`src/rtl/fwd_hazard_scoreboard.sv`:
```
// ============================================================================
//  Module      : fwd_hazard_scoreboard
//  Description : EXE-stage operand forwarding with youngest-first stage
//                priority, load-use stall and a long-latency write scoreboard.
//  Revision    : 1.0 - initial release
// ============================================================================
`default_nettype none

`ifndef GPR_WIDTH
`define GPR_WIDTH 32
`endif
`ifndef GPR_ADDR_SPACE
`define GPR_ADDR_SPACE 5
`endif

module fwd_hazard_scoreboard #(
    parameter int NUM_RS  = 2,
    parameter int NUM_STG = 2,
    parameter int XLEN    = `GPR_WIDTH,
    parameter int AW      = `GPR_ADDR_SPACE,
    parameter int MAX_OUT = 4
) (
    input  logic                    clk,
    input  logic                    rst,
    input  logic [NUM_RS*AW-1:0]    rs_addr,
    input  logic [NUM_RS-1:0]       rs_re,
    input  logic [NUM_STG*AW-1:0]   stg_rd_addr,
    input  logic [NUM_STG-1:0]      stg_rd_we,
    input  logic [NUM_STG-1:0]      stg_rd_rdy,
    input  logic [NUM_STG*XLEN-1:0] stg_rd_val,
    input  logic [AW-1:0]           dec_rd_addr,
    input  logic                    dec_rd_we,
    input  logic                    lop_issue,
    input  logic [AW-1:0]           lop_issue_rd,
    input  logic                    lop_done,
    input  logic [AW-1:0]           lop_done_rd,
    input  logic [XLEN-1:0]         lop_done_val,
    output logic [NUM_RS*XLEN-1:0]  fwd_val,
    output logic [NUM_RS-1:0]       fwd_we,
    output logic                    stall,
    output logic                    sb_full,
    output logic                    sb_err,
    output logic [31:0]             stall_cnt
);

    localparam int                c_num_reg = 1 << AW;
    localparam int                c_cw      = $clog2(MAX_OUT + 1);
    localparam logic [c_cw-1:0]   c_max     = c_cw'(MAX_OUT);
    localparam logic [c_cw-1:0]   c_one     = c_cw'(1);
    localparam logic [AW-1:0]     c_x0      = '0;

    logic [c_num_reg-1:1]   r_busy;
    logic [c_cw-1:0]        r_count;
    logic                   r_sb_err;
    logic [31:0]            r_stall_cnt;

    logic [c_num_reg-1:0]   w_busy;
    logic                   w_full;
    logic [NUM_RS-1:0]      w_found;
    logic [NUM_RS-1:0]      w_sel_rdy;
    logic [XLEN-1:0]        w_sel_val [NUM_RS];
    logic [NUM_RS-1:0]      w_port_haz;
    logic [NUM_RS-1:0]      w_fwd_we;
    logic [NUM_RS*XLEN-1:0] w_fwd_val;
    logic                   w_waw;
    logic                   w_stall;

    assign w_busy = {r_busy, 1'b0};
    assign w_full = (r_count == c_max);

    // Walk oldest to youngest so a younger hit overrides any older one.
    always_comb begin
        w_found   = '0;
        w_sel_rdy = '0;
        for (int i = 0; i < NUM_RS; i++) begin
            w_sel_val[i] = '0;
            for (int s = NUM_STG - 1; s >= 0; s--) begin
                if (rs_re[i] && stg_rd_we[s] &&
                    (stg_rd_addr[s*AW +: AW] == rs_addr[i*AW +: AW]) &&
                    (rs_addr[i*AW +: AW] != c_x0)) begin
                    w_found[i]   = 1'b1;
                    w_sel_rdy[i] = stg_rd_rdy[s];
                    w_sel_val[i] = stg_rd_val[s*XLEN +: XLEN];
                end
            end
        end
    end

    always_comb begin
        w_fwd_we   = '0;
        w_fwd_val  = '0;
        w_port_haz = '0;
        for (int i = 0; i < NUM_RS; i++) begin
            if (rs_re[i] && (rs_addr[i*AW +: AW] != c_x0)) begin
                if (w_found[i]) begin
                    if (w_sel_rdy[i]) begin
                        w_fwd_we[i]                = 1'b1;
                        w_fwd_val[i*XLEN +: XLEN]  = w_sel_val[i];
                    end else begin
                        w_port_haz[i] = 1'b1;
                    end
                end else if (w_busy[rs_addr[i*AW +: AW]]) begin
                    // Result returning this cycle is bypassed instead of stalling.
                    if (lop_done && (lop_done_rd == rs_addr[i*AW +: AW])) begin
                        w_fwd_we[i]                = 1'b1;
                        w_fwd_val[i*XLEN +: XLEN]  = lop_done_val;
                    end else begin
                        w_port_haz[i] = 1'b1;
                    end
                end
            end
        end
    end

    assign w_waw = dec_rd_we && (dec_rd_addr != c_x0) && w_busy[dec_rd_addr] &&
                   !(lop_done && (lop_done_rd == dec_rd_addr));

    assign w_stall = (|w_port_haz) || w_waw || (lop_issue && w_full && !lop_done);

    assign stall     = !rst && w_stall;
    assign fwd_we    = rst ? '0 : w_fwd_we;
    assign fwd_val   = rst ? '0 : w_fwd_val;
    assign sb_full   = w_full;
    assign sb_err    = r_sb_err;
    assign stall_cnt = r_stall_cnt;

    // Scoreboard next-state terms
    logic                 w_done_hit;
    logic                 w_same_rd;
    logic                 w_issue_nz;
    logic                 w_issue_ok;
    logic                 w_issue_new;
    logic                 w_err_now;
    logic [c_num_reg-1:0] w_busy_nxt;

    assign w_done_hit  = lop_done && w_busy[lop_done_rd];
    assign w_same_rd   = lop_issue && lop_done && (lop_issue_rd == lop_done_rd);
    assign w_issue_nz  = lop_issue && (lop_issue_rd != c_x0);
    assign w_issue_ok  = w_issue_nz && (!w_full || w_done_hit);
    // Counter tracks set busy bits, so re-issue to a busy rd does not count twice.
    assign w_issue_new = w_issue_ok && (!w_busy[lop_issue_rd] || (w_same_rd && w_done_hit));

    assign w_err_now =
        (w_issue_nz && w_busy[lop_issue_rd] && !(lop_done && (lop_done_rd == lop_issue_rd))) ||
        (lop_issue && w_full && !lop_done) ||
        (lop_done && !w_busy[lop_done_rd]) ||
        w_same_rd;

    always_comb begin
        w_busy_nxt = w_busy;
        if (lop_done) begin
            w_busy_nxt[lop_done_rd] = 1'b0;
        end
        if (w_issue_ok) begin
            w_busy_nxt[lop_issue_rd] = 1'b1;
        end
    end

    always_ff @(posedge clk) begin
        if (rst) begin
            r_busy      <= '0;
            r_count     <= '0;
            r_sb_err    <= 1'b0;
            r_stall_cnt <= '0;
        end else begin
            r_busy <= w_busy_nxt[c_num_reg-1:1];
            if (w_issue_new && !w_done_hit) begin
                r_count <= r_count + c_one;
            end else if (!w_issue_new && w_done_hit) begin
                r_count <= r_count - c_one;
            end
            if (w_err_now) begin
                r_sb_err <= 1'b1;
            end
            if (w_stall && (r_stall_cnt != 32'hFFFF_FFFF)) begin
                r_stall_cnt <= r_stall_cnt + 32'd1;
            end
        end
    end

endmodule

`default_nettype wire

```
`config.mk`:
```
export PLATFORM = sky130hd
export DESIGN_NAME = fwd_hazard_scoreboard
export DESIGN_NICKNAME = d
export VERILOG_FILES = /design/src/rtl/fwd_hazard_scoreboard.sv
export SDC_FILE = /design/constraint.sdc
export NUM_CORES = 1
export LEC_CHECK = 0
export CORE_ASPECT_RATIO = 0.5
export CORE_MARGIN = 4
export CORE_UTILIZATION = 35
export CTS_BUF_LIST = sky130_fd_sc_hd__clkbuf_8
export CTS_CLUSTER_DIAMETER = 120
export DETAILED_ROUTE_END_ITERATION = 10
export SYNTH_ARGS = -nofsm -noshare
export SYNTH_HDL_FRONTEND = slang
export SYNTH_SLANG_ARGS = --single-unit
```
`constraint.sdc`:
```
create_clock -name clk -period 4.91 [get_ports clk]
set_input_delay 0.7365 -clock clk [delete_from_list [all_inputs] [get_ports clk]]
set_output_delay 0.7365 -clock clk [all_outputs]
set_load 0.05 [all_outputs]
```
Word level (Yosys, flattened, before mapping)
Cells that the tools add are included.
Widths: inputs -> output; s select.
{ "word_totals": {"output_inout_bits": 101, "ff_bits": 67} }
{ "classes": {"add_sub_neg": 3, "bitwise_logic": 3, "n_mux": 62, "order_cmp": 7, "n_eq_ne": 11, "reduce_logical": 61} }
{ "ops": {"columns": ["op", "count"], "rows": [
  ["$mux 32", 16],
  ["$mux 64", 1],
  ["$eq 5x5->1", 9],
  ["$logic_and 1x1->1", 39],
  ["$mux 1", 35],
  ["$add 32x1->32 const B", 1],
  ["$and 32x32->32", 1],
  ["$ne 32x32->1 const B", 1],
  ["$not 32->32", 1],
  ["$or 32x32->32", 1],
  ["$lt 5x6->1 const B", 5],
  ["$bmux 1 s5", 5],
  ["$reduce_bool 5->1", 4],
  ["$demux 1 s5", 2],
  ["$ge 5x1->1 const B", 2],
  ["$logic_not 1->1", 9],
  ["$logic_or 1x1->1", 7],
  ["$mux 3", 2],
  ["$add 3x1->3 const B", 1],
  ["$eq 3x3->1 const B", 1],
  ["$sub 3x1->3 const B", 1],
  ["$mux 2", 1],
  ["$reduce_bool 2->1", 1],
  ["$reduce_or 2->1", 1]
]} }

Logic depth before layout (Yosys ltp)
Gate-level depths: netlist of the first run.
{ "depth": {"ltp_word": 12, "ltp_mapped": 16} }

Worst setup path after synthesis of the first run
Ideal clock, no wire load.
{ "synth_timing": {"path_kind": "input-to-output", "start": "input rs_addr[3]", "end": "output fwd_val[23]", "path_slack_ps": 210, "path_buffers": 3, "arrival_time_ps": 3963, "path_stages": 10, "required_ps": 4174, "path_cell_list": "buf_2 -> or4_1 -> o21ai_2 -> nor3_2 -> nand4b_1 -> a31oi_1 -> or4b_1 -> clkbuf_1 -> clkbuf_1 -> a211oi_1"} }
{ "synth_via": {"elab_chain_cells": 9, "elab_cells_between_ends": 24, "cone_classes": "3 x eq/ne; 14 x mux; 7 x reduce/logical"} }
{ "synth_rtl": {"columns": ["element", "line", "text"], "rows": [
  ["start, declared", "25", "input logic [NUM_RS*AW-1:0] rs_addr,"],
  ["parallel branches: the longest is 7 deep, another holds $mux 32", null, null],
  ["$mux 32 *", "94", "if (rs_re[i] && (rs_addr[i*AW +: AW] != c_x0)) begin"],
  ["$mux 64 *", "122", "assign fwd_val = rst ? '0 : w_fwd_val;"],
  ["end, declared", "38", "output logic [NUM_RS*XLEN-1:0] fwd_val,"]
]} }
Mark *: on every way between the ends. The select of a mux whose other input is x is not followed.

Worst setup path after layout of the first run
{ "layout_timing": {"start": "input rs_addr[2]", "end": "output fwd_val[0]"} }
The elaborated chain is that of the path after synthesis.

==> results of run 1 <==
-- cell type report --
| cell class | instances | share of cell area [%] |
|---|---|---|
| Sequential cell | 67 | 13.6 |
| Inverter | 5 | 0.190 |
| Tap cell | 259 | 3.27 |
| Multi-Input combinational cell | 745 | 51.6 |
| Timing Repair Buffer | 272 | 29.2 |
| Clock inverter | 6 | 0.822 |
| Antenna cell | 1 | 0.0253 |
| Clock buffer | 10 | 1.39 |
-- power by group --
group,internal [W],switching [W]
clock,0.000297,0.000214
combinational,0.000225,0.000243
sequential,0.000557,0.0000175
-- metal layers --
layer / vias to the layer above / track usage (%) / wire, µm
met2: 374 / 39.7 / 13100
met4: 10 / 7.59 / 792
met5: - / 0 / 70
li1: 3707 / - / -
met1: 3836 / 35.8 / 12800
met3: 63 / 5.98 / 2730
-- registers in the layout, indices dropped and copies added (netlist names) --
name	flops
stall_cnt	32
r_busy	31
r_count	3
sb_err	1
-- critical path: cells and delay by family --
kind | cells | cell delay, ps
buffers and inverters | 3 | 880
AND/OR/NAND/NOR | 4 | 1240
AO/OA/AOI/OAI | 3 | 930
-- stage by stage --
| stage | instances | hold slack [ps] |
|---|---|---|
| after detailed placement | 1348 | 485 |
| after global placement | 1348 | 467 |
| after CTS | 1364 | 497 |
| final | 1365 | 491 |
| after global routing | 1364 | 523 |
| after floorplan | 904 | 454 |
-- cell families (layout without fill, tap and decap cells) --
family	after synthesis	after routing	synth area share, %
compound gates	210	210	18.5
xor+xnor	66	66	8.47
fa+ha+maj	3	3	0.660
buf+inv	92	293	5.85
flops	67	67	19.7
mux	85	85	18.2
other cells	0	1	0
simple gates	381	381	28.7
-- placed cells by master (no fill, tap or decap), types with 3 or more instances in the layout --
master and n:
and2_1 4, buf_4 64, mux2i_1 45, nor3b_1 7, a22oi_1 3, nor4_1 9, buf_12 33, o21ai_0 56
nor3_1 19, or3_1 10, clkbuf_8 10, mux2_2 10, dfxtp_1 67, xor2_1 22, a21oi_1 67, a211oi_1 35
nor2b_1 20, nand2_1 74, clkdlybuf4s50_1 174, nand3_1 50, nor2_1 107, nand3b_1 12, nand4_1 18, xnor2_1 44
a31oi_1 34, mux4_2 30, and3_1 8, nor4b_1 3, or3b_2 5, o211ai_1 3, inv_1 7, and4_1 3
nand2b_1 12
-- path summary, 6_finish.rpt --
| kind | slack, ps | end | start |
|---|---|---|---|
| setup / recovery | 370 | fwd_val[0] | rs_addr[2] |
| hold reg to reg | 490 | r_count[2] | r_count[2] |
| hold / removal | 490 | r_count[2] | r_count[2] |
| setup reg to reg | 1630 | r_count[2] | r_busy[30] |
==> results.toml, run 1 <==
[sta]
fin_crit_ps = 4540
finalCritPeriodShare_pct = 92.6
worst_pin_slew_ps = 1050
worst_slack_ps = 365
skew_ps = 17.4
setup_tns_ps = 0
max_slew_margin_pct = 29.2
max_freq_mhz = 220
rsz0062_at_grt = "false"
setup-violations-final = 0
hold_viol_final = 0
drv_slew = 0

[critical_path]
crit_arrival_ps = 3810
rr_worst_depth = 11
cp_max_fo = 33
crit_chain = "clkdlybuf4s50_1, or4_1, o21ai_2, nor3_4, nand4b_1, a31oi_1, or4b_1, buf_4, a211oi_1, buf_12"
max_stage_delay_ps = 530
slowest_stage = "or4_1"
cp-end-kind = "output pin"
critPathRequiredTime_ps = 4170
path_class = "input pin to output pin"
critPathLaunchType = "input pin"

[synth]
synth_seq_cells = 67
synth_most_common_cell = "nor2_1"
yosys-top-cells-count = "108 x nor2_1, 74 x nand2_1, 67 x a21oi_1, 67 x dfxtp_1, 59 x clkbuf_1"
synth_nets = 1049
synth.distinct_cells = 59
async_reset_ff_share_pct = 0
synth_top_area_share_pct = 19.7
synth_area_per_cell_um2 = 7.55
ys_seq_area_share_pct = 19.7
yosys.area.top_type = "dfxtp_1"
post_synth_inst_count = 904
synth.area.top_cells = "dfxtp_1 20%, mux4_2 9.9%, mux2i_1 6.6%"
synthFlopType = "dfxtp_1"
yosysWarnings = 0
synth-edff-count = 0
syn_area_um2 = 6820

[floorplan]
initial_core_util_pct = 36.4
die_h_um = 107
fp-row-count = 35
coreArea_um2 = 18700
io_pins = 243
die_area_um2 = 21900
die_x_um = 205

[clocking]
post_cts_buffers = 0
postCtsHoldBufs = 0
cts-root-buf = "clkbuf_8"
cts.sinks = 67
cts_resized = 0
clk_latency_ps = 340
cts_buffers = 9
cts_tree = "built"
clkTransAtPathRegs_ps = 80
htreeDepth = 3
clockBufferDepth = 2

[place]
dpl_cell_area_um2 = 9680
hpwl_um = 22200
pre_cts_ws_ps = 391
io_buffers = 242
gp_congestion = 0.937

[hold_path]
hold_class = "flip-flop to flip-flop"
holdPathStages = 2

[final_layout]
drive_above_1_share_pct = 15.4
multi_input_area_um2 = 5100
finalInstanceArea_um2 = 9900
layout.nets = 1245
fillers = 1759
fin_util_pct = 52.8
regArea_um2 = 1340
areaGrowthSynthToFinish_pct = 45.1

[drt]
via_per_inst = 5.85
dr_total_vias = 7990
ant_nets = 0
wl_um = 29500
first_pass_iters = 8
drt_iter0_drc = 719
drcViolationCount = 0
wire_per_inst_um = 21.6

[power]
p_leak_nw = 3.47
vdd_ir_drop_max_mv = 0.170
total_power_w = 0.00155
p_per_area_nw_per_um2 = 157

[global_routing]
grt_max_degree = 73
grt.total_usage_pct = 25.7
grt_pass1_wl_um = 44600
grt_overflow = 0
antenna_found_initial = 6
grt_pass1_vias = 7332

[job]
maxCapViolCount = 0

[status]
status = "completed"
Note: power is estimated with default switching activity, not from simulation.
==> inputs of run 2 (changes only) <==
--- a/config.mk
+++ b/config.mk
@@ -6,7 +6,6 @@
 export NUM_CORES = 1
 export LEC_CHECK = 0
 export CORE_ASPECT_RATIO = 0.5
-export CORE_MARGIN = 4
 export CORE_UTILIZATION = 35
 export CTS_BUF_LIST = sky130_fd_sc_hd__clkbuf_8
 export CTS_CLUSTER_DIAMETER = 120
==> run 2 against run 1 <==
  * Combinational power increased by 0.9%
  * Largest power group unchanged
  * Clock power decreased by 13%
  * Routed wire length increased by 0.56%
  * Sequential share of layout area decreased by 0.51 points
  * Design area increased by 3.9%
  * Final cell count about the same
  * Core utilization increased by 2.0 points
  * Largest cell class unchanged
  * Die area decreased by 8.4%
==> results.toml, run 2 (synthesis gave the netlist of run 1 again) <==
[place]
gp_congestion = 0.998
dpl_cell_area_um2 = 10100
io_buffers = 242
hpwl_um = 22400

[sta]
hold_viol_final = 0
setup_tns_ps = 0
drv_slew = 0
fin_crit_ps = 4620
finalCritPeriodShare_pct = 94.0
max_freq_mhz = 217
worst_pin_slew_ps = 920
max_slew_margin_pct = 38.2
rsz0062_at_grt = "false"
skew_ps = 11.4
setup-violations-final = 0

[final_layout]
final_cell_mix = "174 x clkdlybuf4s50_1, 107 x nor2_1, 74 x nand2_1"
finalInstanceArea_um2 = 10300
areaGrowthSynthToFinish_pct = 50.7
fillers = 1779
layout_commonest_cell = "clkdlybuf4s50_1"
layout.nets = 1244
multi_input_area_um2 = 5100
regArea_um2 = 1340
largest_register_ffs = 32
drive_above_1_share_pct = 15.3

[clocking]
cts_tree = "built"
clockBufferDepth = 2
clkTransAtPathRegs_ps = 80
cts.sinks = 67
cts_buffers = 9
clk_latency_ps = 350
cts-root-buf = "clkbuf_8"
htreeDepth = 3
post_cts_buffers = 0
cts_resized = 0
postCtsHoldBufs = 0

[power]
p_per_area_nw_per_um2 = 145
p_leak_nw = 3.55
vdd_ir_drop_max_mv = 0.139

[drt]
wire_per_inst_um = 21.7
drt_iter0_drc = 709
via_per_inst = 5.73
wl_um = 29600
dr_total_vias = 7816
first_pass_iters = 5
ant_nets = 0
drcViolationCount = 0

[critical_path]
rr_startpoint = "stall_cnt[6]"
path_class = "input pin to output pin"
critPathLaunchType = "input pin"
crit_buf_inv = 3
cp-end-kind = "output pin"
critPathRequiredTime_ps = 4170
critPathLaunch = "rs_addr[2]"
critPathTopFamily = "simple AND/OR/NAND/NOR gates"
crit_chain = "clkdlybuf4s50_1, or4_1, o21ai_2, nor3_4, nand4b_1, a31oi_1, or4b_1, buf_4, a211oi_1, buf_12"
crit_arrival_ps = 3880
slowest_stage = "or4_1"
cp_max_fo = 33
max_stage_delay_ps = 530

[hold_path]
hold_path.startpoint = "r_count[2]"
hold_class = "flip-flop to flip-flop"

[floorplan]
coreArea_um2 = 18700
io_pins = 243
die_x_um = 199
initial_core_util_pct = 36.4
die_area_um2 = 20100
fp-row-count = 35
die_h_um = 101

[global_routing]
grt_pass1_wl_um = 45200
grt_max_degree = 72
grt_overflow = 0
grt.total_usage_pct = 29.4
antenna_found_initial = 2
grt_pass1_vias = 7467

[status]
status = "completed"

[job]
maxCapViolCount = 0
==> run 2: changes by cell type in the layout (fill, tap and decap cells not counted), sizes merged <==
cell,before,now
buf,98,97
bufinv,2,1
clkbuf,10,9
clkinv,2,4
==> run 2: final cells by class <==
class / count / share of cell area [%]
Clock buffer: 9 / 1.20
Tap cell: 259 / 3.15
Sequential cell: 67 / 13.0
Antenna cell: 1 / 0.0243
Timing Repair Buffer: 271 / 32.1
Clock inverter: 7 / 0.596
Multi-Input combinational cell: 745 / 49.6
Inverter: 5 / 0.183
==> run 2: tightest hold or removal path: cells and delay by family, from the launching register on <==
family / cells / cell delay (ps)
flip-flops: 1 / 320
AO/OA/AOI/OAI: 2 / 130
==> run 2: routing by layer <==
metal  global-route usage (%)  share of wire (%)  wire length, µm
met1                     41.3                 45            13300
met2                     45.0                 43            12800
met3                     6.72                9.5             2810
met4                     7.63                2.3              669
met5                        0              0.034               10
==> run 2: where the power goes <==
| group | switching, W | leakage [nW] | total (W) | internal [W] |
|---|---|---|---|---|
| logic | 0.000248 | 2.91 | 0.000472 | 0.000225 |
| clock network | 0.000216 | 0.105 | 0.000445 | 0.000229 |
| registers | 0.0000173 | 0.541 | 0.000574 | 0.000557 |
==> run 2: worst paths after layout <==
| path | end | slack (ps) | cells past startpoint |
|---|---|---|---|
| worst max-delay path | fwd_val[25] | 290 | 10 |
| worst min-delay path | r_count[2] | 490 | 2 |
| worst max register to register | stall_cnt[14] | 1550 | 9 |
| worst min register to register | r_count[2] | 490 | 2 |
==> run 2: through the flow <==
stage / power, W / utilization (%) / hold slack (ps) / setup slack [ps] / cells
detailed placement: 0.00105 / 53.9 / 482 / 304 / 1347
global placement: 0.00105 / 53.9 / 464 / 466 / 1347
floorplan: 0.000836 / - / 454 / 210 / 904
global route: 0.00156 / 54.8 / 525 / 158 / 1363
finish: 0.00149 / 54.9 / 489 / 293 / 1364
CTS: 0.00150 / 54.8 / 494 / 298 / 1363
